File: config.mk
export PLATFORM = sky130hd
export DESIGN_NAME = lsu
export DESIGN_NICKNAME = d
export VERILOG_FILES = /design/src/rtl/lsu_pkg.sv /design/src/rtl/lsu_decode.sv /design/src/rtl/lsu.sv
export SDC_FILE = /design/constraint.sdc
export NUM_CORES = 1
export LEC_CHECK = 0
export CAP_MARGIN = 20
export CORE_MARGIN = 3
export CORE_UTILIZATION = 38
export DETAILED_ROUTE_END_ITERATION = 8
export GPL_ROUTABILITY_DRIVEN = 0
export PLACE_DENSITY = 0.82
export SLEW_MARGIN = 20
export SYNTH_ARGS = -nofsm -noshare
export SYNTH_HDL_FRONTEND = slang
export SYNTH_SLANG_ARGS = --single-unit
File: constraint.sdc
create_clock -name clk -period 2 [get_ports clk]
set_clock_uncertainty 0.2 [all_clocks]
set_input_delay 0.6 -clock clk [delete_from_list [all_inputs] [get_ports clk]]
set_output_delay 0.6 -clock clk [all_outputs]
set_load 0.01 [all_outputs]
File: src/rtl/lsu_pkg.sv
// lsu_pkg: shared FSM states, fault codes and memory control encodings for the LSU
package lsu_pkg;
  typedef enum logic [1:0] {IDLE, ACCESS, RESP} state_t;
  localparam logic [1:0] FAULT_NONE     = 2'b00;
  localparam logic [1:0] FAULT_MISALIGN = 2'b01;
  localparam logic [1:0] FAULT_ACCESS   = 2'b10;
  localparam logic [1:0] FAULT_ILLEGAL  = 2'b11;
  localparam logic [2:0] RD_IDLE = 3'b000;
  localparam logic [2:0] RD_LB   = 3'b001;
  localparam logic [2:0] RD_LBU  = 3'b010;
  localparam logic [2:0] RD_LH   = 3'b011;
  localparam logic [2:0] RD_LHU  = 3'b100;
  localparam logic [2:0] RD_LW   = 3'b101;
  localparam logic [1:0] WR_IDLE = 2'b00;
  localparam logic [1:0] WR_B    = 2'b01;
  localparam logic [1:0] WR_H    = 2'b10;
  localparam logic [1:0] WR_W    = 2'b11;
endpackage

File: src/rtl/lsu_decode.sv
// lsu_decode: maps (store, funct3, addr) to memory control codes and a fault code; LSU_MISALIGN_TRAP_EN enables misalignment faults
module lsu_decode
  import lsu_pkg::*;
#(
  parameter int XLEN = 32,
  parameter logic [XLEN-1:0] MEM_BASE = 32'h8000_0000,
  parameter logic [XLEN-1:0] MEM_TOP  = 32'h87FF_FFFF
) (
  input  logic            store,
  input  logic [2:0]      funct3,
  input  logic [XLEN-1:0] addr,
  output logic [2:0]      rd_ctrl,
  output logic [1:0]      wr_ctrl,
  output logic [1:0]      fault
);
  logic legal, misalign, oob;
  assign legal = store ? (funct3 inside {3'b000, 3'b001, 3'b010})
                       : (funct3 inside {3'b000, 3'b001, 3'b010, 3'b100, 3'b101});
`ifdef LSU_MISALIGN_TRAP_EN
  assign misalign = (funct3[1:0] == 2'b01 && addr[0]) || (funct3[1:0] == 2'b10 && addr[1:0] != 2'b00);
`else
  assign misalign = 1'b0;
`endif
  assign oob = addr < MEM_BASE || addr > MEM_TOP;
  assign fault = !legal ? FAULT_ILLEGAL : misalign ? FAULT_MISALIGN : oob ? FAULT_ACCESS : FAULT_NONE;
  assign rd_ctrl = (store || !legal) ? RD_IDLE :
                   funct3 == 3'b000 ? RD_LB  :
                   funct3 == 3'b100 ? RD_LBU :
                   funct3 == 3'b001 ? RD_LH  :
                   funct3 == 3'b101 ? RD_LHU : RD_LW;
  assign wr_ctrl = (!store || !legal) ? WR_IDLE :
                   funct3 == 3'b000 ? WR_B :
                   funct3 == 3'b001 ? WR_H : WR_W;
endmodule

File: src/rtl/lsu.sv
// lsu: load/store unit with IDLE/ACCESS/RESP FSM; LSU_MISALIGN_TRAP_EN (in lsu_decode) enables misalignment faults
module lsu
  import lsu_pkg::*;
#(
  parameter int XLEN = 32,
  parameter logic [XLEN-1:0] MEM_BASE = 32'h8000_0000,
  parameter logic [XLEN-1:0] MEM_TOP  = 32'h87FF_FFFF
) (
  input  logic            clk,
  input  logic            rst,
  input  logic            req_valid,
  output logic            req_ready,
  input  logic            req_store,
  input  logic [2:0]      req_funct3,
  input  logic [XLEN-1:0] req_addr,
  input  logic [XLEN-1:0] req_wdata,
  input  logic            flush,
  output logic            resp_valid,
  input  logic            resp_ready,
  output logic [XLEN-1:0] resp_rdata,
  output logic [1:0]      resp_fault,
  output logic [2:0]      data_sram_rd_ctrl,
  output logic [1:0]      data_sram_wr_ctrl,
  output logic [XLEN-1:0] data_sram_addr,
  output logic [XLEN-1:0] data_sram_wdata,
  input  logic [XLEN-1:0] data_sram_rdata
);
  state_t state;
  logic hs;
  logic [2:0] rd_q, dec_rd;
  logic [1:0] wr_q, dec_wr, dec_fault;
  logic [XLEN-1:0] addr_q, wdata_q;
  lsu_decode #(.XLEN(XLEN), .MEM_BASE(MEM_BASE), .MEM_TOP(MEM_TOP)) u_decode (
    .store(req_store), .funct3(req_funct3), .addr(req_addr),
    .rd_ctrl(dec_rd), .wr_ctrl(dec_wr), .fault(dec_fault)
  );
  assign req_ready = state == IDLE || (state == RESP && resp_ready);
  assign hs = req_valid && req_ready && !flush;
  assign data_sram_rd_ctrl = state == ACCESS ? rd_q : RD_IDLE;
  // A store must never reach memory in a cycle that is being flushed or reset
  assign data_sram_wr_ctrl = (state == ACCESS && !flush && !rst) ? wr_q : WR_IDLE;
  assign data_sram_addr = addr_q;
  assign data_sram_wdata = wdata_q;
  // FSM: accept, access memory for one cycle (skipped on fault), then hold the response
  always_ff @(posedge clk) begin
    if (rst) begin
      state <= IDLE;
      rd_q <= RD_IDLE;
      wr_q <= WR_IDLE;
      addr_q <= '0;
      wdata_q <= '0;
      resp_valid <= 1'b0;
      resp_rdata <= '0;
      resp_fault <= FAULT_NONE;
    end else if (flush) begin
      state <= IDLE;
      resp_valid <= 1'b0;
    end else if (hs) begin
      state <= dec_fault == FAULT_NONE ? ACCESS : RESP;
      rd_q <= dec_rd;
      wr_q <= dec_wr;
      addr_q <= req_addr;
      wdata_q <= req_wdata;
      resp_valid <= dec_fault != FAULT_NONE;
      resp_rdata <= '0;
      resp_fault <= dec_fault;
    end else if (state == ACCESS) begin
      state <= RESP;
      resp_valid <= 1'b1;
      resp_rdata <= rd_q == RD_IDLE ? '0 : data_sram_rdata;
      resp_fault <= FAULT_NONE;
    end else if (state == RESP && resp_ready) begin
      state <= IDLE;
      resp_valid <= 1'b0;
    end
  end
endmodule

==> results of run 1 <==
==> sequential cells by signal, indices dropped and copies added, names as in the netlist <==
register         flops
state                1
data_sram_addr      32
data_sram_wdata     32
resp_rdata          32
resp_valid           1
rd_q                 3
resp_fault           2
wr_q                 2
==> cells in the mapped netlist (all sizes together) <==
library cell / count / area share
nand2: 135 / 0.13
dfxtp: 105 / 0.56
a21oi: 71 / 0.094
nor2: 39 / 0.039
a22oi: 33 / 0.066
clkbuf: 17 / 0.017
buf: 16 / 0.027
and2: 4 / 0.0067
and3: 3 / 0.0050
nand3: 3 / 0.0053
o21ai: 3 / 0.0040
nand2b: 2 / 0.0033
nor4: 2 / 0.0073
xor2: 2 / 0.0047
a2111oi: 1 / 0.0040
a211o: 1 / 0.0023
a21boi: 1 / 0.0020
inv: 1 / 0.0010
nand3b: 1 / 0.0020
nand4b: 1 / 0.0023
nor2b: 1 / 0.0023
nor3: 1 / 0.0013
nor4b: 1 / 0.0023
nor4bb: 1 / 0.0027
o211ai: 1 / 0.0020
or4b: 1 / 0.0027
==> stage by stage <==
step | instances | TNS, ns
floorplan | 447 | 0
global placement | 780 | -33.01
detailed placement | 780 | -36.50
CTS | 800 | -0.0956
global route | 801 | -0.366
finish | 801 | -0.109
==> power groups by stage <==
stage	logic [mW]	registers [mW]	clock network, mW
2_1_floorplan	0.172	2.27	0
3_3_place_gp	0.613	2.23	0
3_5_place_dp	0.625	2.24	0
4_1_cts	0.592	2.19	1.52
5_1_grt	0.650	2.19	1.61
6_report	0.600	2.19	1.48
==> layout make-up <==
| type | count | area share |
|---|---|---|
| clock buffers | 11 | 0.0239 |
| clock inverters | 4 | 0.0120 |
| inverters | 1 | 0.000593 |
| multi-input cells | 308 | 0.241 |
| flip-flops and latches | 105 | 0.332 |
| well taps | 129 | 0.0255 |
| repair buffers | 243 | 0.365 |
==> worst max path at each step <==
stage | from | end | slack (ns) | depth (start not counted)
floorplan | rst | data_sram_wr_ctrl[0] | 0.09 | 3
global placement | flush | data_sram_wr_ctrl[1] | -0.77 | 4
detailed placement | flush | data_sram_wr_ctrl[1] | -0.76 | 4
CTS | state[0]$_SDFFE_PP0P_ | data_sram_wr_ctrl[1] | -0.04 | 5
global route | state[0]$_SDFFE_PP0P_ | data_sram_wr_ctrl[0] | -0.08 | 5
finish | state[0]$_SDFFE_PP0P_ | data_sram_wr_ctrl[1] | -0.03 | 5
==> what timing repair did <==
item / in CTS / in global routing
gates resized for setup: 135 / 11
setup buffers: 5 / 0
pin swaps: 4 / 3
cloned: 0 / 1
endpoints found under the setup margin: 127 / 45
==> placed cells by master, fill, tap and decap left out, types with 2 or more instances in the layout <==
cell,count
buf_6,5
a22oi_1,33
a21oi_1,71
dfxtp_2,2
bufinv_16,2
dfxtp_1,103
buf_4,27
buf_12,6
o21ai_0,3
clkbuf_8,11
and2_1,3
clkdlybuf4s15_1,2
xor2_1,2
nor2_2,2
and3_4,2
dlygate4sd2_1,98
nor2_1,37
nand3_1,2
buf_2,2
nand2_1,135
clkdlybuf4s50_1,100
==> per-layer routing <==
layer / wire length [µm] / up-vias / GRT usage
li1: - / 1935 / -
met1: 4840 / 1832 / 0.250
met2: 6020 / 154 / 0.366
met3: 799 / 21 / 0.0521
met4: 328 / 0 / 0.0797
met5: 0 / - / 0
==> logic make-up (layout without fill, tap and decap cells) <==
group,Yosys count,count (layout),synth area share
buffers and inverters,34,259,0.0449
XOR/XNOR,2,2,0.00466
AND/OR/NAND/NOR,195,195,0.217
flip-flops,105,105,0.559
AO/OA/AOI/OAI,111,111,0.175
==> critical path, cell delays in order, from the launching register on <==
cell	delay, ns
dfxtp_2	0.35
inv_2	0.04
nor2_2	0.10
buf_6	0.12
and3_4	0.18
buf_6	0.09
==> flow_summary_export.csv, run 1 <==
group,metric,value,unit
timing,setup_violations,5,
power_and_ir_drop,combPwrFrac,0.141,
logic_synthesis,seq_area_frac_synth,0.559,
timing,period_share,1.02,
route,vias,3942,
cells_and_area,fin_nets,773,
grt,grt_max_degree,104,
logic_synthesis,ys_seq_elements,105,
logic_synthesis,synth.net_count,552,
timing,max_slew_margin,0.289,
grt,grt_pass1_vias,3898,
timing,layout_setup_ws,-0.0332,ns
route,post_drt_via_cell_ratio,4.92,
die,die_x,105,µm
power_and_ir_drop,worst_ir_drop_vdd,0.407,mV
critical_path,ff2ff_path_depth,7,
cells_and_area,final_util,0.673,
critical_path,endpoint_kind,"primary output",
power_and_ir_drop,switchingPower,0.993,mW
cells_and_area,drive_gt1_frac,0.106,
critical_path,worstPathMaxFanout,5,
logic_synthesis,ys.warnings.count,0,
route,drtAntennaViolNets,0,
clock_tree,path_clk_slew,0.10,ns
timing,whs,0.256,ns
critical_path,cp.required,1.20,ns
critical_path,crit_arrival,1.23,ns
logic_synthesis,synthCells,447,
clock_tree,hold_buffers,0,
route,drc,0,
critical_path,crit_type,"reg2out",
grt,grt_overflow,0,
min_path,hp-start,"data_sram_wdata[0]$_SDFFE_PP0P_",
critical_path,critPathLaunchType,"flop",
clock_tree,root_buffer,"clkbuf_8",
logic_synthesis,synth_area,3760,µm²
route,dr.pass1.iters,4,
die,io_pins,210,
power_and_ir_drop,sequentialPowerShare,0.513,
route,wl,12000,µm
run,maxCapViolations,0,
logic_synthesis,ys_types,30,
die,dieArea,11100,µm²
critical_path,reg2reg_to,"resp_rdata[14]$_SDFFE_PP0P_",
power_and_ir_drop,power_leakage,2.81,nW
cells_and_area,fill_cells,827,
grt,antenna_found_initial,0,
placed_design,postPlaceCellArea,6130,µm²
grt,grt_usage,0.211,
clock_tree,htreeDepth,3,
power_and_ir_drop,clkPwrFrac,0.347,
placed_design,dp_slack,-0.761,ns
clock_tree,clk_path_buf_depth,2,
cells_and_area,syn2layout_area_growth,68.4,%
die,core,9420,µm²
cells_and_area,postLayoutCellArea,6330,µm²
route,wire_per_inst,15.0,µm
min_path,hold_end,"data_sram_wdata[0]$_SDFFE_PP0P_",
power_and_ir_drop,power.density,673,nW/µm²
route,dr.first_iter.drc_count,144,
power_and_ir_drop,total_power,4.26,mW
timing,rsz0062_at_grt,"true",
logic_synthesis,synth.avg_cell_area,8.41,µm²
status,violations,"negative setup slack",
die,die_h,105,µm
min_path,hold_class,"reg2reg",
timing,finalHoldViolCount,0,
cells_and_area,ff_latch_area,2100,µm²
cells_and_area,multi_input_comb_area,1530,µm²
timing,tightestPinTransition,1.07,ns
placed_design,portBuffers,209,
die,initial_utilization,0.399,
grt,grt_pass1_wl,19300,µm
critical_path,timing.rr.start,"state[0]$_SDFFE_PP0P_",
die,rows,35,
timing,fmax,492,MHz
timing,min_period,2.03,ns
clock_tree,cts_buffers,9,
clock_tree,clock-sinks,105,
clock_tree,clk_latency,0.36,ns
timing,maxSlewViolCount,0,
status,status,"finished, violations left",
power_and_ir_drop,p_int,3.27,mW
power_and_ir_drop,p_sw_frac,0.233,
critical_path,reg2reg_slack,0.16,ns
cells_and_area,diodes,0,
clock_tree,cts_tree,"built",
placed_design,hpwl,8480,µm
min_path,whs_path_depth,2,
Power figures use the tool's default switching activity.
==> run 2, diff against run 1 <==
--- a/config.mk
+++ b/config.mk
@@ -7,10 +7,10 @@
 export LEC_CHECK = 0
 export CAP_MARGIN = 20
 export CORE_MARGIN = 3
-export CORE_UTILIZATION = 38
+export CORE_UTILIZATION = 34
 export DETAILED_ROUTE_END_ITERATION = 8
 export GPL_ROUTABILITY_DRIVEN = 0
-export PLACE_DENSITY = 0.82
+export PLACE_DENSITY = 0.75
 export SLEW_MARGIN = 20
 export SYNTH_ARGS = -nofsm -noshare
 export SYNTH_HDL_FRONTEND = slang
==> flow_summary_export.csv, run 2 (synthesis gave the netlist of run 1 again) <==
group,metric,value,unit
cells_and_area,syn2layout_area_growth,69.6,%
grt,grt_pass1_vias,3798,
power_and_ir_drop,power.density,667,nW/µm²
timing,setup-tns-final,-0.0233,ns
status,violations,"negative setup slack",
cells_and_area,fill_cells,965,
critical_path,endpoint_kind,"primary output",
critical_path,critPathLaunchType,"primary input",
placed_design,portBuffers,209,
timing,fmax,496,MHz
timing,rsz0062_at_grt,"true",
critical_path,worstPathMaxFanout,2,
run,maxCapViolations,0,
clock_tree,cts_buffers,9,
clock_tree,clk_path_buf_depth,2,
power_and_ir_drop,power_leakage,2.80,nW
status,status,"finished, violations left",
route,drtAntennaViolNets,0,
critical_path,cp.required,1.20,ns
die,rows,37,
timing,finalHoldViolCount,0,
min_path,hold_end,"data_sram_addr[25]$_SDFFE_PP0P_",
timing,whs,0.252,ns
critical_path,timing.rr.start,"state[0]$_SDFFE_PP0P_",
route,dr.pass1.iters,4,
clock_tree,root_buffer,"clkbuf_8",
route,wl,12000,µm
power_and_ir_drop,worst_ir_drop_vdd,0.465,mV
grt,grt_usage,0.186,
critical_path,crit_type,"in2out",
timing,maxSlewViolCount,0,
cells_and_area,diodes,0,
min_path,hp-start,"data_sram_addr[25]$_SDFFE_PP0P_",
critical_path,crit_arrival,1.22,ns
critical_path,ff2ff_path_depth,6,
route,drc,0,
min_path,whs_path_depth,2,
critical_path,reg2reg_to,"resp_rdata[19]$_SDFFE_PP0P_",
clock_tree,cts_tree,"built",
route,dr.first_iter.drc_count,198,
route,vias,3896,
grt,grt_pass1_wl,19000,µm
die,initial_utilization,0.356,
clock_tree,clock-sinks,105,
timing,setup_violations,2,
cells_and_area,final_cell_mix,"nand2_1, dfxtp_1, clkdlybuf4s50_1",
critical_path,crit_path_start,"flush",
min_path,hold_class,"reg2reg",
cells_and_area,multi_input_comb_area,1540,µm²
cells_and_area,ff_latch_area,2100,µm²
grt,antenna_found_initial,0,
placed_design,hpwl,8840,µm
cells_and_area,drive_gt1_frac,0.107,
clock_tree,htreeDepth,3,
timing,tightestPinTransition,1.03,ns
route,post_drt_via_cell_ratio,4.83,
die,io_pins,210,
timing,min_period,2.02,ns
clock_tree,clk_latency,0.36,ns
cells_and_area,fin_nets,771,
die,core,10600,µm²
grt,grt_overflow,0,
timing,layout_setup_ws,-0.0154,ns
grt,grt_max_degree,104,
cells_and_area,final_util,0.604,
die,die_h,111,µm
die,dieArea,12400,µm²
critical_path,reg2reg_slack,0.22,ns
cells_and_area,layout_commonest_cell,"nand2_1",
die,die_x,111,µm
route,wire_per_inst,14.9,µm
clock_tree,path_clk_slew,0.08,ns
timing,max_slew_margin,0.312,
timing,period_share,1.01,
## run 2: changes by cell type in the layout (fill, tap and decap cells not counted), sizes merged
cell / change
clkdlybuf4s50: +1
buf: -2
dlymetal6s2s: -1
clkinv: +1
## run 2: area by class of cell
class | instances | share of cell area
timing repair buffer | 241 | 0.366
sequential | 105 | 0.330
multi-input combinational | 308 | 0.241
tap | 136 | 0.0267
clock buffer | 11 | 0.0237
clock inverter | 5 | 0.0122
inverter | 1 | 0.000588
## run 2: critical path, cell delays in order
cell,delay [ns]
clkbuf_2,0.10
nor2_2,0.12
buf_4,0.12
and3_4,0.17
buf_6,0.10
## run 2: how the worst max path moves through the flow
| stage | endpoint | slack (ns) | depth (start not counted) |
|---|---|---|---|
| floorplan | data_sram_wr_ctrl[0] | 0.09 | 3 |
| global placement | data_sram_wr_ctrl[1] | -0.82 | 4 |
| detailed placement | data_sram_wr_ctrl[1] | -0.81 | 4 |
| CTS | data_sram_wr_ctrl[1] | -0.15 | 5 |
| global route | data_sram_wr_ctrl[1] | -0.08 | 5 |
| finish | data_sram_wr_ctrl[1] | -0.02 | 5 |
## run 2: routing by layer
metal / GRT usage / part of all wire / vias up
li1: - / - / 1926
met1: 0.217 / 0.40 / 1819
met2: 0.329 / 0.52 / 140
met3: 0.0480 / 0.072 / 11
met4: 0.0673 / 0.015 / 0
met5: 0 / 0 / -
## run 2: power breakdown
group / internal, mW / switching, mW
registers: 2.15 / 0.0309
logic: 0.349 / 0.257
clock network: 0.770 / 0.693
total: 3.27 / 0.981
## run 2: what timing repair did
item / CTS / global route
cloned: 0 / 1
endpoints found under the setup margin: 157 / 20
setup buffers: 1 / 1
hold buffers: 0 / 0
gates resized for setup: 139 / 12
pin swaps: 2 / 2
## run 2: metrics by stage
stage                     power (mW)  cells  worst slack [ns]  instance area, µm²
after floorplan                 2.44    447            0.0899                3760
after global placement          2.86    788            -0.818                6170
after detailed placement        2.88    788            -0.814                6170
after CTS                       4.30    805            -0.146                6300
after global routing            4.46    807           -0.0799                6380
final                           4.25    807           -0.0154                6380
==> run 3, diff against run 2 <==
--- a/config.mk
+++ b/config.mk
@@ -10,8 +10,9 @@
 export CORE_UTILIZATION = 34
 export DETAILED_ROUTE_END_ITERATION = 8
 export GPL_ROUTABILITY_DRIVEN = 0
-export PLACE_DENSITY = 0.75
+export PLACE_DENSITY = 0.72
 export SLEW_MARGIN = 20
 export SYNTH_ARGS = -nofsm -noshare
 export SYNTH_HDL_FRONTEND = slang
+export SYNTH_HIERARCHICAL = 1
 export SYNTH_SLANG_ARGS = --single-unit
==> flow_summary_export.csv, run 3 <==
group,metric,value,unit
status,status,"finished, violations left",
status,violations,"negative setup slack",
power_and_ir_drop,total_power,4.63,mW
route,vias,4592,
critical_path,crit_path_start,"rst",
timing,whs,0.268,ns
cells_and_area,layout_commonest_cell,"dfxtp_1",
die,io_pins,210,
cells_and_area,syn2layout_area_growth,58.4,%
clock_tree,clk_path_buf_depth,2,
route,topRoutingLayerUsed,"met4",
power_and_ir_drop,power_leakage,3.19,nW
logic_synthesis,synthTopCellsByCount,"dfxtp_1, a21oi_1, nand4_1, o31ai_1, a32o_2",
timing,fmax,465,MHz
critical_path,crit_path_end,"data_sram_wr_ctrl[0]",
logic_synthesis,synth_compound_gate_area_share,0.299,
clock_tree,cts_tree,"built",
cells_and_area,fin_nets,750,
critical_path,crit_arrival,1.35,ns
clock_tree,clock-sinks,105,
timing,period_share,1.08,
die,rows,41,
min_path,hold_class,"reg2reg",
cells_and_area,diodes,0,
placed_design,dp_slack,-0.933,ns
route,wl,15200,µm
clock_tree,path_clk_slew,0.07,ns
placed_design,portBuffers,209,
cells_and_area,drive_gt1_frac,0.177,
placed_design,hpwl,10000,µm
timing,maxSlewViolCount,0,
critical_path,worstPathMaxFanout,3,
critical_path,timing.rr.start,"state[0]$_SDFFE_PP0P_",
timing,rsz0062_at_grt,"true",
critical_path,cp.required,1.20,ns
power_and_ir_drop,power.density,659,nW/µm²
route,wire_per_inst,18.5,µm
min_path,hp-start,"data_sram_addr[31]$_SDFFE_PP0P_",
die,initial_utilization,0.350,
route,drc,0,
logic_synthesis,synth-xor-area-share,0.00395,
logic_synthesis,seq_area_frac_synth,0.474,
timing,max_slew_margin,0.474,
logic_synthesis,yosys.area_share.simple,0.140,
logic_synthesis,synthCells,456,
route,wl_met1,6180,µm
logic_synthesis,synthAdderAreaFrac,0,
die,core,12700,µm²
timing,setup-tns-final,-0.397,ns
critical_path,ff2ff_path_depth,5,
logic_synthesis,synth_area,4440,µm²
cells_and_area,final_util,0.555,
route,dr.first_iter.drc_count,414,
power_and_ir_drop,worst_ir_drop_vdd,0.753,mV
logic_synthesis,ys_seq_elements,105,
route,dr.pass1.iters,4,
placed_design,postPlaceCellArea,6690,µm²
logic_synthesis,synth_most_common_cell,"dfxtp_1",
clock_tree,htreeDepth,3,
logic_synthesis,synthTopCellsByArea,"dfxtp_1, o31ai_1, nand4_1",
cells_and_area,fin_cells,822,
logic_synthesis,synth.avg_cell_area,9.73,µm²
route,dr_wl_met2,7500,µm
grt,antenna_found_initial,0,
timing,min_period,2.15,ns
die,dieArea,14500,µm²
critical_path,critPathLaunchType,"primary input",
grt,grt_pass1_wl,23600,µm
logic_synthesis,yosysTopAreaCellShare,0.474,
timing,setup_violations,13,
logic_synthesis,synth_mux_area_frac,0,
clock_tree,cts_buffers,9,
placed_design,dp_cells,801,
clock_tree,root_buffer,"clkbuf_16",
grt,grt_overflow,0,
route,drtAntennaViolNets,0,
run,maxCapViolations,0,
timing,tightestPinTransition,0.789,ns
critical_path,crit_type,"in2out",
critical_path,reg2reg_slack,0.09,ns
die,die_h,120,µm
critical_path,endpoint_kind,"primary output",
timing,finalHoldViolCount,0,
logic_synthesis,synth_top_family_by_area,"compound AO/OA/AOI/OAI gates",
critical_path,reg2reg_to,"resp_rdata[28]$_SDFFE_PP0P_",
clock_tree,clk_latency,0.35,ns
grt,grt_max_degree,75,
logic_synthesis,async_flop_share,0,
logic_synthesis,synth_top_flop_cell,"dfxtp_1",
logic_synthesis,ys.warnings.count,6,
grt,grt_usage,0.202,
logic_synthesis,ys_types,34,
cells_and_area,final_cell_mix,"dfxtp_1, dlygate4sd2_1, clkdlybuf4s50_1",
logic_synthesis,synth-edff-count,0,
route,post_drt_via_cell_ratio,5.59,
die,die_x,120,µm
cells_and_area,postLayoutCellArea,7030,µm²
logic_synthesis,yosys.area.top_type,"dfxtp_1",
route,route.met3.wl,1360,µm
min_path,whs_path_depth,2,
timing,layout_setup_ws,-0.153,ns
logic_synthesis,synth.net_count,561,
grt,grt_pass1_vias,4619,
clock_tree,hold_buffers,0,
run 3: kinds of logic (layout without fill, tap and decap cells):
logic type,Yosys count,after routing
and+or+nand+nor,99,99
buffers and inverters,68,262
xor gates and xnor gates,2,2
DFF,105,105
AOI/OAI and AO/OA,182,182
run 3: worst min path at each step:
stage | end
after floorplan | wr_q[0]$_SDFFE_PP0P_
after global placement | data_sram_wdata[29]$_SDFFE_PP0P_
after detailed placement | data_sram_addr[31]$_SDFFE_PP0P_
after CTS | data_sram_addr[31]$_SDFFE_PP0P_
after global routing | data_sram_addr[4]$_SDFFE_PP0P_
final | data_sram_addr[31]$_SDFFE_PP0P_
run 3: critical path, cell delays in order:
cell and delay (ns):
buf_8 0.11, nor4b_4 0.26, buf_4 0.16, and2_4 0.13
buf_6 0.09
run 3: cell type report:
class                           count  area (µm²)
Clock inverter                      6        66.3
Tap cell                          172         215
Timing Repair Buffer              243        2350
Inverter                            3        13.8
Clock buffer                       10         239
Fill cell                        1132        5640
Multi-Input combinational cell    283        2040
Sequential cell                   105        2110
run 3: where the power goes:
part	internal, mW	switching, mW
logic	0.349	0.290
clock network	1.01	0.801
registers	2.15	0.0342
run 3: layer usage:
| metal | vias to the layer above | GRT usage |
|---|---|---|
| met5 | - | 0 |
| met4 | 0 | 0.0517 |
| met3 | 14 | 0.0893 |
| met2 | 166 | 0.340 |
| met1 | 2233 | 0.237 |
| li1 | 2179 | - |
run 3: repair_timing:
action                     in CTS  in global routing
setup buffers                   3                  2
setup endpoints to repair     209                 86
resized for setup             151                 24
pin swaps                       5                  8
